[src/rtl/sys_array_pkg.sv]
// Shared types for the systolic-array lab: result recorder state and result width.
// Used by result_recorder (optional RESULT_RECORDER_STICKY_FAIL_EN).
package sys_array_pkg;

  localparam int DATA_WIDTH_DEFAULT = 8;

  typedef logic [2*DATA_WIDTH_DEFAULT-1:0] result_t;

  typedef enum logic [1:0] {
    IDLE  = 2'd0,
    WAIT  = 2'd1,
    WRITE = 2'd2
  } rec_state_t;

endpackage

[src/rtl/result_recorder.sv]
// Records settled systolic results per preset, tracks valid/pass, offers readback.
// Define RESULT_RECORDER_STICKY_FAIL_EN to make a recorded mismatch sticky.
module result_recorder
  import sys_array_pkg::*;
#(
  parameter int DATA_WIDTH = DATA_WIDTH_DEFAULT,
  parameter int PRESETS    = 8,
  parameter int LATENCY    = 2,
  localparam int IDX_W     = $clog2(PRESETS),
  localparam int RW        = 2*DATA_WIDTH
)(
  input  logic             clk,
  input  logic             reset_n,
  input  logic             capture,
  input  logic [IDX_W-1:0] code,
  input  logic [RW-1:0]    result_in,
  input  logic [RW-1:0]    expected,
  input  logic             show,
  output logic             busy,
  output logic [IDX_W-1:0] rd_idx,
  output logic [RW-1:0]    rd_data,
  output logic [PRESETS-1:0] valid_mask,
  output logic [PRESETS-1:0] pass_mask,
  output logic             all_pass
);

  localparam int CNT_W = (LATENCY > 1) ? $clog2(LATENCY) : 1;
  localparam logic [CNT_W-1:0] CNT_LOAD = CNT_W'(LATENCY - 1);

  rec_state_t       state_q, state_d;
  logic [CNT_W-1:0] cnt_q, cnt_d;
  logic [IDX_W-1:0] idx_q, idx_d;
  logic             wr_en;

  logic [RW-1:0]    mem_q [PRESETS];
  logic [IDX_W-1:0] rd_idx_d;
  logic             match;
  logic             pass_bit;

  assign busy  = (state_q != IDLE);
  assign match = (result_in == expected);

`ifdef RESULT_RECORDER_STICKY_FAIL_EN
  // once a slot has failed it stays failed until reset
  assign pass_bit = valid_mask[idx_q] ? (pass_mask[idx_q] & match)
                                      : match;
`else
  assign pass_bit = match;
`endif

  always_comb begin
    state_d = state_q;
    cnt_d   = cnt_q;
    idx_d   = idx_q;
    wr_en   = 1'b0;
    unique case (state_q)
      IDLE: begin
        if (capture) begin
          idx_d   = code;
          cnt_d   = CNT_LOAD;
          state_d = WAIT;
        end
      end
      WAIT: begin
        if (cnt_q == '0) begin
          state_d = WRITE;
        end else begin
          cnt_d = cnt_q - CNT_W'(1);
        end
      end
      WRITE: begin
        wr_en   = 1'b1;
        state_d = IDLE;
      end
      default: state_d = IDLE;
    endcase
  end

  always_ff @(posedge clk or negedge reset_n) begin
    if (!reset_n) begin
      state_q <= IDLE;
      cnt_q   <= '0;
      idx_q   <= '0;
    end else begin
      state_q <= state_d;
      cnt_q   <= cnt_d;
      idx_q   <= idx_d;
    end
  end

  always_ff @(posedge clk or negedge reset_n) begin
    if (!reset_n) begin
      for (int i = 0; i < PRESETS; i++) begin
        mem_q[i] <= '0;
      end
      valid_mask <= '0;
      pass_mask  <= '0;
    end else if (wr_en) begin
      mem_q[idx_q]      <= result_in;
      valid_mask[idx_q] <= 1'b1;
      pass_mask[idx_q]  <= pass_bit;
    end
  end

  always_ff @(posedge clk or negedge reset_n) begin
    if (!reset_n) begin
      all_pass <= 1'b0;
    end else begin
      all_pass <= (&valid_mask) & (&pass_mask);
    end
  end

  // readback reads the pre-write memory: no bypass of a same-cycle write
  assign rd_idx_d = show ? rd_idx + IDX_W'(1) : rd_idx;

  always_ff @(posedge clk or negedge reset_n) begin
    if (!reset_n) begin
      rd_idx  <= '0;
      rd_data <= '0;
    end else begin
      rd_idx  <= rd_idx_d;
      rd_data <= mem_q[rd_idx_d];
    end
  end

endmodule
[config.mk]
export PLATFORM = sky130hd
export DESIGN_NAME = result_recorder
export DESIGN_NICKNAME = d
export VERILOG_FILES = /design/src/rtl/sys_array_pkg.sv /design/src/rtl/result_recorder.sv
export SDC_FILE = /design/constraint.sdc
export NUM_CORES = 1
export LEC_CHECK = 0
export BUFFER_PORTS_ARGS = -buffer_cell sky130_fd_sc_hd__buf_2
export CAP_MARGIN = 20
export CELL_PAD_IN_SITES_DETAIL_PLACEMENT = 0
export CELL_PAD_IN_SITES_GLOBAL_PLACEMENT = 1
export CORE_MARGIN = 1
export CORE_UTILIZATION = 53
export CTS_CLUSTER_DIAMETER = 150
export DETAILED_ROUTE_END_ITERATION = 16
export PLACE_DENSITY_LB_ADDON = 0.1
export SLEW_MARGIN = 40
export SYNTH_ARGS = -nofsm -noshare
export SYNTH_HDL_FRONTEND = slang
export SYNTH_SLANG_ARGS = --single-unit
[constraint.sdc]
create_clock -name clk -period 4.05 [get_ports clk]
set_input_delay 0.405 -clock clk [delete_from_list [all_inputs] [get_ports clk]]
set_output_delay 0.405 -clock clk [all_outputs]
set_load 0.02 [all_outputs]
# == After elaboration in Yosys (flattened, before gate mapping) ==
# Cells that the tools add are included.
# totals
input_bits,39
output_inout_bits,37
regBits,170
word_cells,59
# classes
bitwise_logic,4
n_eq_ne,5
n_reduce_logical,10
n_lt_le_gt_ge,5
muxes,17
n_addsub,2
# op_table
operator,count
128-bit bitwise mux,1
16-bit binary-select mux with 3-bit select,1
16-bit demux with 3-bit select,1
16-bit two-way mux,3
16-bit == test,1
8-bit AND reduction,2
8-bit bitwise mux,1
"4-bit >= comparator, second input constant",2
3-bit NOT with 4-bit output,2
8-bit bitwise OR,1
2-bit AND reduction,3
"3-bit by 4-bit < comparator with 1-bit output, second input constant",1
"4-bit by 1-bit < comparator with 1-bit output, second input constant",1
1-bit two-way mux,4
2-bit two-way mux,2
"2-bit != test, second input constant",2
2-bit case mux with 2 select lines,1
2-bit nonzero test,2
"3-bit by 1-bit adder with 3-bit output, second input constant",1
1-bit demux with 3-bit select,1
"3-bit by 1-bit >= comparator with 1-bit output, second input constant",1
3-bit two-way mux,1
"2-bit by 1-bit == test with 1-bit output, second input constant",1
"2-bit == test, second input constant",1
other kinds (5),6

# == Logic depth before layout (Yosys ltp) ==
# Gate-level depths: netlist of run 1.
# depth
ltp_word,6
ltp_mapped,6
depth_no_buf,5

# == Worst setup path after synthesis of run 1 ==
# Ideal clock, no wire load.
# synth_timing
kind,register to register
startpoint,register rd_idx[0]
endpoint,register rd_data[0]
n_path_buf,1
setup_slack_ps,1989
required_ps,3986
period_less_slack_ps,2061
path_stages_with_launch,6
setup_time_ps,64
arrival_time_ps,1996
path_cell_list,dfrtp_1 ha_1 mux2i_4 buf_4 mux4_2 inv_1
# synth_between
elab_chain_len,6
# synth_lines
item,line_no,text
start: declaration,result_recorder.sv:20,"output logic [IDX_W-1:0] rd_idx,"
start signal: assignment,result_recorder.sv:121,rd_idx <= rd_idx_d;
3-bit by 1-bit adder with 3-bit output,result_recorder.sv:114,assign rd_idx_d = show ? rd_idx + IDX_W'(1) : rd_idx;
3-bit two-way mux *,result_recorder.sv:114,
3-bit NOT with 4-bit output (implied by the code) *,result_recorder.sv:122,rd_data <= mem_q[rd_idx_d];
16-bit binary-select mux with 3-bit select *,result_recorder.sv:122,
16-bit two-way mux (implied by the code) * (2 in a row),result_recorder.sv:122,
end signal: assignment,result_recorder.sv:122,
end: declaration,result_recorder.sv:21,"output logic [RW-1:0] rd_data,"
# Every way passes the cells marked *; elsewhere a longest branch is shown, timed or not. The select of a mux whose other input is x is not followed.
# A chain may end at the register's enable or synchronous reset.

# == Final worst setup path of run 1 ==
# layout_timing
startpoint,register state_q[0]
endpoint,register mem_q[104] (netlist name)
# layout_between
elab_chain_len,2
# layout_lines
item,line_no,text
start: declaration,result_recorder.sv:30,"rec_state_t state_q, state_d;"
start signal: assignment,result_recorder.sv:85,state_q <= state_d;
2-bit == test,result_recorder.sv:56,unique case (state_q)
1-bit two-way mux,result_recorder.sv:56,
end signal: indexed assignment,result_recorder.sv:99,mem_q[idx_q] <= result_in;
end: declaration,result_recorder.sv:35,logic [RW-1:0] mem_q [PRESETS];
# Every way passes these cells.

==> run metrics, run 1 <==
fin crit period 2.223 ns; Routability Congestion 0.7388; fin util 0.6337; Congestion Overflow GR 0; Tot Pwr 7.364 mW; die area 0.01479 sq mm; PwrDens 834.0 mW/mm^2; RSZ-0062 raised after global routing no; fin. max-slew vios 0; Crit path largest cell delay 0.64 ns; # diodes 0; wire length per cell 19.70 um; peak supply drop 570.7 uV; Static Leak 4.188 nW; Crit-path slowest cell nand2b_1; max_slew headroom 0.4742; number of port buffers 75; commonest non-fill, non-tap cell in the layout dfrtp_1; total placed instance area 0.008127 sq mm; Worst setup SP type register; total CTS buffers 17; fin worst setup slack 1.827 ns; Clock power frac 0.245; Layout area overhead 16.41%; synthesized instance count 504; crit-path cells nand3b_1 -> nand2b_1 -> buf_4 -> mux2_1; H-Tree Depth 4; I/O Pins 76; Fmax 0.4498 GHz; Seq pwr share 0.397; via total after detailed routing 4,208; Final Setup Violations 0; final wirelength 15,090 um; syn_nets 544; Placeable Area 0.01393 sq mm; CTS Sinks 170; final hold violations 0; outcome finished clean; Die Y 121.6 um; #FFs+latches synth 170; number of global-route vias before repair 4,536; CP max FO 11; Switching Share 0.3074; post-DP HPWL 9424 um; Post-DRT Antenna Nets 0; Starting Density 0.5443; iteration count of the initial detailed-routing pass 4; Seq/Total Area, Yosys 0.5609; Logic pwr share 0.358; Finished Layout Cells 766; Crit Path Category register to register; CTS tree done; Warnings, synthesis 0; Max Buffers Root-to-Sink 2; drt drc 0; CTS clock-pin slew for the worst setup and hold paths 0.06 ns; clock latency on the worst-skew pair 0.42 ns; pin count of the biggest net entering global routing 102; HP Class input pin to register; final-layout fill cell count 1,081; Final #Nets 613; most frequent cells in the layout 170 x dfrtp_1, 81 x mux2_2, 74 x buf_2, 65 x mux2i_1, 58 x mux2_1; synthesized area per cell 15.05 sq um; drt via density 5.493; Hold WS 0.2274 ns; clk root buf clkbuf_16; max_cap viols 0; overall routing resource usage 0.2240; fin area 0.008830 sq mm; cell-internal power 5.100 mW; Final Cycle Share 0.5489; CP endpoint kind register; Placed Instances 732; Worst EP required 4.34 ns; Worst Path Arrival 2.52 ns; Iter 0 DRT Violations 239; antenna violations before repair 0; Rows 43; worst slew pin tran 0.7845 ns; layout cell share with drive strength beyond 1 0.3959; Psw 2.263 mW; cell area after synthesis 0.007585 sq mm; final setup TNS 0 ns; Setup WS pre-CTS 1.800 ns; global-route wire length before repair 24,270 um; Netlist cell types 32; die width 121.6 um; post_cts resized 0; Clock Skew 0.006591 ns
## critical path, delay by kind of cell (launching register included)
kind	cells	cell delay (ns)
AND/OR/NAND/NOR	2	0.90
flip-flops	1	0.54
multiplexers	1	0.34
buffers and inverters	1	0.32
## sequential cells by signal, indices dropped and copies added, names as in the netlist
| register | flops |
|---|---|
| valid_mask | 8 |
| rd_idx | 3 |
| cnt_q | 1 |
| pass_mask | 8 |
| state_q | 2 |
| all_pass | 1 |
| idx_q | 3 |
| rd_data | 16 |
| mem_q | 128 |
## path summary, 6_finish.rpt
| path | startpoint | endpoint | slack, ns | depth (start not counted) |
|---|---|---|---|---|
| min reg2reg | cnt_q | state_q[1] | 0.47 | 1 |
| min in group asynchronous | reset_n | rd_data[7] | 0.47 | 2 |
| min | code[2] | idx_q[2] | 0.23 | 2 |
| max in group asynchronous | reset_n | mem_q[16] | 2.57 | 4 |
| max | state_q[0] | mem_q[104] | 1.83 | 4 |
| max reg2reg | state_q[0] | mem_q[104] | 1.83 | 4 |
## final cells by class
type | instances | area (sq um) | area share
Tap cell | 180 | 225.2 | 0.02551
Clock inverter | 13 | 222.7 | 0.02522
Timing Repair Buffer | 87 | 538.0 | 0.06093
Clock buffer | 19 | 442.9 | 0.05016
Sequential cell | 170 | 4254 | 0.4818
Multi-Input combinational cell | 277 | 3072 | 0.3479
Inverter | 20 | 75.07 | 0.008502
## cells in the mapped netlist, drive strengths merged
| cell type | n | share of area |
|---|---|---|
| buf | 25 | 0.022 |
| xor2 | 1 | 0.0012 |
| nor3 | 1 | 0.0021 |
| or2 | 5 | 0.0041 |
| mux4 | 16 | 0.048 |
| dfrtp | 170 | 0.56 |
| nand2 | 3 | 0.0018 |
| mux2i | 66 | 0.089 |
| xnor2 | 17 | 0.021 |
| a21oi | 2 | 0.0013 |
| inv | 20 | 0.0099 |
| ha | 1 | 0.0016 |
| nor3b | 4 | 0.0040 |
| nand2b | 5 | 0.0041 |
| mux2 | 139 | 0.21 |
| nor4 | 3 | 0.0053 |
| nand4 | 8 | 0.0066 |
| nor2 | 3 | 0.0018 |
| clkbuf | 12 | 0.0059 |
| nand3b | 3 | 0.0040 |
## cell families after synthesis
logic type	share of synthesized area
adders and majority gates	0.001649
muxes	0.3426
buffers and inverters	0.03794
AOI/OAI and AO/OA	0.001320
DFF	0.5609
xor gates and xnor gates	0.02178
and+or+nand+nor	0.03382
## routing by layer
layer  global-route usage  share of wire  routed length (um)
met1               0.3074           0.46                6984
met2               0.3658           0.50                7475
met3              0.05103          0.035                 525
met4              0.04861         0.0068                 102
met5                    0              0                   0
## power groups by stage
| stage | combinational [mW] | clock (mW) | sequential [mW] |
|---|---|---|---|
| CTS | 2.69 | 1.84 | 2.93 |
| global route | 2.88 | 1.90 | 3.02 |
| global placement | 2.54 | 0 | 2.91 |
| floorplan | 1.95 | 0 | 2.99 |
| detailed placement | 2.68 | 0 | 2.96 |
| finish | 2.64 | 1.80 | 2.92 |
## repair_timing
action                    in CTS  in global routing
hold buffers                   0                  1
hold endpoints to repair       0                 47
setup buffers                  0                  0
No activity file was read; power rests on OpenSTA's default activity.
==> run 2: changes to the inputs <==
- CORE_UTILIZATION: 53 -> 45
- clock period: 4.05 -> 1.8 ns (I/O delays scaled with it)
==> run 2 against run 1 <==
Net effect:
- first-iteration DRC count fell by 38%
- sequential share of layout area fell by 1.6 points
- design area grew 3.6%
- hold slack lost 0.18 ns
- critical path depth is 1 higher
- critical path type unchanged
- critical endpoint is now rd_data[1]
- combinational power up 140%
- sequential cell count stayed put
- register-to-register slack worse by 1.8 ns
- clock power grew 130%
- non-clock buffer count increased by 16
==> run metrics, run 2 (synthesis results as in run 1) <==
met2 wire len 7612 um (+1.8%); I/O Pins 76 (unchanged); Max Buffers Root-to-Sink 2 (unchanged); Clock power frac 0.245 (about the same); CTS tree done; Rows 47 (+9.3%); Fmax 0.5735 GHz (+28%); cell-internal power 11.83 mW (+130%); outcome finished clean; drt drc 0 (unchanged); global-route wire length before repair 25,700 um (+5.9%); number of global-route vias before repair 4,625 (+2.0%); Routability Congestion 0.7038 (-4.7%); via total after detailed routing 4,251 (+1.0%); Layout area overhead 20.57%; wire length per cell 19.13 um (-2.9%); Congestion Overflow GR 0 (unchanged); CP max FO 10 (-1); Reg area 0.004257 sq mm (about the same); Tot Pwr 16.94 mW (+130%); peak supply drop 955.3 uV (+67%); CTS Sinks 170 (unchanged); Static Leak 4.301 nW (+2.7%); Die Y 131.8 um (+8.4%); worst r2r path cells 5 (+1); Starting Density 0.4590 (-0.08531); clk root buf clkbuf_16; footprint of the multi-input gates 0.003084 sq mm (+0.41%); H-Tree Depth 4 (unchanged); max_cap viols 0 (unchanged); final hold violations 0 (unchanged); Final #Nets 629 (+2.6%); pin count of the biggest net entering global routing 48 (-53%); most frequent cells in the layout 168 x dfrtp_1, 81 x mux2_2, 74 x buf_2, 65 x mux2i_1, 58 x mux2_1; Largest regs mem_q x128, rd_data x16; fin crit period 1.744 ns (-0.4795 ns); commonest non-fill, non-tap cell in the layout dfrtp_1; CP endpoint kind register; Seq pwr share 0.387 (-0.010); Crit Path Category register to register; post-DP HPWL 10,190 um (+8.1%); RSZ-0062 raised after global routing yes; crit-path cells ha_4 -> mux2i_4 -> buf_12 -> mux4_2 -> inv_2; CTS clock-pin slew for the worst setup and hold paths 0.06 ns (about the same); fin. max-slew vios 0 (unchanged); fin util 0.5534 (-0.08024); layout cell share with drive strength beyond 1 0.4110 (+0.01508); M1 WL 7612 um (+9.0%); Crit path largest cell delay 0.51 ns (-0.13 ns); Switching Share 0.3015 (-0.005861); Psw 5.106 mW (+130%); DR top layer met4; # diodes 0 (unchanged); max_slew headroom 0.6741 (+0.1998); antenna violations before repair 0 (unchanged); drt via density 5.178 (-5.7%); number of port buffers 75 (unchanged); final wirelength 15,710 um (+4.1%); Worst setup SP type register; Post-DRT Antenna Nets 0 (unchanged); Hold Path Cell Cnt 3 (+1); Final Setup Violations 0 (unchanged); PwrDens 1852 mW/mm^2 (+120%); Clock Skew 0.009059 ns (+0.002469 ns); iteration count of the initial detailed-routing pass 4 (unchanged); total CTS buffers 17 (unchanged); Logic pwr share 0.368 (+0.010); clock latency on the worst-skew pair 0.41 ns (about the same); HP Class input pin to register; largest register by flop count mem_q; Worst EP required 2.15 ns (-2.19 ns); wire length on met3 383 um (-27%); final-layout fill cell count 1,402 (+30%); die width 131.8 um (+8.4%); die area 0.01738 sq mm (+17%); Crit-path slowest cell mux4_2; max FFs per register 128 (unchanged); Placeable Area 0.01652 sq mm (+19%); Iter 0 DRT Violations 147 (-38%); Final Cycle Share 0.9687 (+0.4198); worst slew pin tran 0.4889 ns (-0.2955 ns); overall routing resource usage 0.1962 (-0.02783); Worst Path Arrival 2.09 ns (-0.43 ns)
## run 2: cell count changes in the layout (fill, tap and decap cells not counted), sizes merged
cell | previous run | this run
dlygate4sd3 | 1 | 4
clkbuf | 19 | 24
clkinvlp | 3 | 0
buf | 86 | 99
clkinv | 4 | 1
## run 2: per-stage QoR
stage	cells	setup WS, ns	TNS (ns)	hold slack (ns)	instance area (sq um)
2_1_floorplan	504	-0.1000	-0.9004	-0.1156	7604
3_3_place_gp	786	0.09008	0	0.1500	8428
3_5_place_dp	786	0.06093	0	0.1554	8428
4_1_cts	821	0.04187	0	0.03570	9145
5_1_grt	821	-0.004219	-0.004219	0.05666	9145
6_report	821	0.05638	0	0.04760	9145
## run 2: final cells by class
cell class	count	share of cell area
Tap cell	220	0.03010
Inverter	20	0.008209
Multi-Input combinational cell	277	0.3373
Sequential cell	170	0.4655
Clock inverter	7	0.02025
Timing Repair Buffer	103	0.08496
Clock buffer	24	0.05377
## run 2: per-layer routing
| metal | vias to the layer above | global-route usage |
|---|---|---|
| met3 | 7 | 0.04229 |
| met4 | 0 | 0.04845 |
| met5 | - | 0 |
| met2 | 60 | 0.3178 |
| met1 | 2232 | 0.2703 |
| li1 | 1952 | - |
## run 2: power by group through the flow
stage / logic, mW / clock network (mW) / registers, mW
finish: 6.24 / 4.14 / 6.56
global route: 6.82 / 4.39 / 6.79
CTS: 6.35 / 4.24 / 6.56
detailed placement: 6.33 / 0 / 6.62
global placement: 6.19 / 0 / 6.54
floorplan: 4.41 / 0 / 6.74
## run 2: worst paths after layout
path                            startpoint         end  slack [ns]
worst max-delay path             rd_idx[1]  rd_data[1]        0.06
worst min-delay path               capture  state_q[0]        0.05
worst max register to register   rd_idx[1]  rd_data[1]        0.06
worst min register to register       cnt_q  state_q[1]        0.46
max in group asynchronous          reset_n  rd_data[1]        0.90
min in group asynchronous          reset_n  rd_data[8]        0.28
## run 2: what timing repair did
item | 4_1_cts | 5_1_grt
setup endpoints to repair | 0 | 2
hold buffers | 4 | 0
setup buffers | 0 | 0
gates resized for setup | 0 | 2
hold endpoints to repair | 47 | 0
## run 2: critical path: cells and delay by family, from the launching register on
kind	cells	cell delay (ns)
mux	2	0.72
flops	1	0.44
fa+ha+maj	1	0.26
buf+inv	2	0.26
==> run 3: changes to the inputs <==
- CORE_UTILIZATION: 45 -> 49
- clock period: 1.8 -> 1.71 ns (I/O delays scaled with it)
==> run 3 against run 2 <==
Net effect:
- the run now ends with DRC, setup timing left
- sequential power increased by 5.6%
- power rose by 5.6%
- register-to-register slack worse by 0.08 ns
- core utilization up 5.9 points
- fmax up 0.85%
- hold slack got worse by 0.017 ns
- final cell count decreased by 1.9%
- highest routed layer unchanged
==> run metrics, run 3 (synthesis results as in run 1) <==
wire length on met3 453 um (+18%); number of global-route vias before repair 4,643 (+0.39%); final-layout fill cell count 1,173 (-16%); HP Class input pin to register; CTS Sinks 170 (unchanged); I/O Pins 76 (unchanged); Static Leak 4.384 nW (+1.9%); Crit path largest cell delay 0.52 ns (about the same); Switching Share 0.3097 (+0.008189); via total after detailed routing 4,353 (+2.4%); Final Cycle Share 1.011 (+0.04239); Psw 5.538 mW (+8.5%); Starting Density 0.5008 (+0.04179); # diodes 0 (unchanged); Crit-path slowest cell mux4_2; Max Buffers Root-to-Sink 2 (unchanged); fin crit period 1.729 ns (-0.01470 ns); largest register by flop count mem_q; Die Y 126.4 um (-4.1%); Logic pwr share 0.388 (+0.020); Post-DRT Antenna Nets 0 (unchanged); die width 126.4 um (-4.1%); layout cell share with drive strength beyond 1 0.4522 (+0.04121); CP endpoint kind register; drt via density 5.407 (+4.4%); met2 wire len 8045 um (+5.7%); most frequent cells in the layout 167 x dfrtp_1, 74 x buf_2, 71 x mux2_2, 65 x mux2i_1, 52 x mux2_1; Layout area overhead 22.25%; Routability Congestion 0.7334 (+4.2%); antenna violations before repair 0 (unchanged); drt drc 2 (+2); final setup TNS -0.06108 ns (-0.06108 ns); Final #Nets 644 (+2.4%); fin util 0.6122 (+0.05881); PwrDens 1929 mW/mm^2 (+4.1%); clk root buf clkbuf_16; Seq pwr share 0.388 (about the same); Setup WS pre-CTS -0.08177 ns (-0.1427 ns); CTS tree done; peak supply drop 939.7 uV (-1.6%); CTS clock-pin slew for the worst setup and hold paths 0.06 ns (about the same); clock latency on the worst-skew pair 0.41 ns (about the same); failing checks DRC, setup timing; Worst Path Arrival 2.08 ns (about the same); Largest regs mem_q x128, rd_data x16; fin. max-slew vios 0 (unchanged); Iter 0 DRT Violations 191 (+30%); die area 0.01598 sq mm (-8.0%); max FFs per register 128 (unchanged); Congestion Overflow GR 0 (unchanged); global-route wire length before repair 25,440 um (-0.99%); total CTS buffers 17 (unchanged); max_slew headroom 0.7058 (+0.03178); final hold violations 0 (unchanged); outcome finished, violations left; pin count of the biggest net entering global routing 53 (+10%); commonest non-fill, non-tap cell in the layout dfrtp_1; Crit Path Category register to register; Fmax 0.5784 GHz (+0.85%); crit-path cells ha_4 -> mux2i_4 -> buf_12 -> mux4_2 -> inv_2; Worst EP required 2.06 ns (-0.09 ns); CP max FO 8 (-2); Rows 45 (-4.3%); max_cap viols 0 (unchanged); overall routing resource usage 0.2139 (+0.01770); Final Setup Violations 10 (+10); H-Tree Depth 4 (unchanged); Worst setup SP type register; Placeable Area 0.01515 sq mm (-8.3%); DR top layer met4; RSZ-0062 raised after global routing yes; final wirelength 16,140 um (+2.8%); cell-internal power 12.34 mW (+4.3%); post-DP HPWL 10,330 um (+1.4%); Tot Pwr 17.88 mW (+5.6%); Clock Skew 0.005552 ns (-0.003508 ns); Clock power frac 0.224 (-0.021); iteration count of the initial detailed-routing pass 10 (+6); number of port buffers 75 (unchanged); worst slew pin tran 0.4403 ns (-0.04862 ns); fin worst setup slack -0.01892 ns (-0.07530 ns); M1 WL 7520 um (-1.2%); wire length per cell 20.05 um (+4.8%)
[run 3: cell count changes in the layout (fill, tap and decap cells not counted), sizes merged]
cell | previous run | this run
buf | 99 | 113
bufinv | 6 | 3
clkbuf | 24 | 27
clkinv | 1 | 2
clkinvlp | 0 | 1
[run 3: metal layers]
metal | up-vias | global-route usage
li1 | 1990 | -
met1 | 2292 | 0.2826
met2 | 63 | 0.3617
met3 | 8 | 0.04471
met4 | 0 | 0.05386
met5 | - | 0
[run 3: worst paths after layout]
kind / startpoint / endpoint / slack (ns) / cells after the start
min in group asynchronous: reset_n / mem_q[23] / 0.26 / 2
max in group asynchronous: reset_n / state_q[1] / 0.81 / 3
worst max register to register: rd_idx[0] / rd_data[12] / -0.02 / 5
worst min register to register: cnt_q / state_q[1] / 0.46 / 1
worst max-delay path: rd_idx[0] / rd_data[12] / -0.02 / 5
worst min-delay path: capture / state_q[0] / 0.03 / 3
[run 3: metrics by stage]
step	cell area [sq um]	hold WS (ns)	std cells
6_report	9273	0.03028	805
5_1_grt	9273	0.03741	805
4_1_cts	9114	0.01765	799
3_5_place_dp	8436	0.1295	763
3_3_place_gp	8436	0.1254	763
2_1_floorplan	7627	-0.1246	504
[run 3: critical path, delay by kind of cell (launching register included)]
| kind | cells | cell delay [ns] |
|---|---|---|
| DFF | 1 | 0.46 |
| adders and majority gates | 1 | 0.23 |
| muxes | 2 | 0.73 |
| buffers and inverters | 2 | 0.24 |
[run 3: what timing repair did]
item | CTS | global route
endpoints found under the setup margin | 23 | 65
cloned | 0 | 2
hold buffers | 4 | 0
pin swaps | 2 | 1
gates resized for setup | 4 | 37
endpoints found under the hold margin | 43 | 0
buffers inserted | 0 | 4
[run 3: final cells by class]
class | instances | area, sq um | share of cell area
flip-flops and latches | 170 | 4258 | 0.4592
multi-input cells | 277 | 3162 | 0.3410
repair buffers | 118 | 915.9 | 0.09877
clock buffers | 26 | 519.2 | 0.05600
well taps | 188 | 235.2 | 0.02537
clock inverters | 6 | 107.6 | 0.01160
inverters | 20 | 75.07 | 0.008096
[run 3: power by group through the flow]
stage / Sequential [mW] / Clock, mW / Combinational, mW
after detailed placement: 6.97 / 0 / 6.76
after global routing: 7.15 / 4.26 / 7.55
final: 6.93 / 4.01 / 6.95
after CTS: 6.92 / 4.10 / 6.80
after global placement: 6.86 / 0 / 6.56
after floorplan: 7.10 / 0 / 4.67
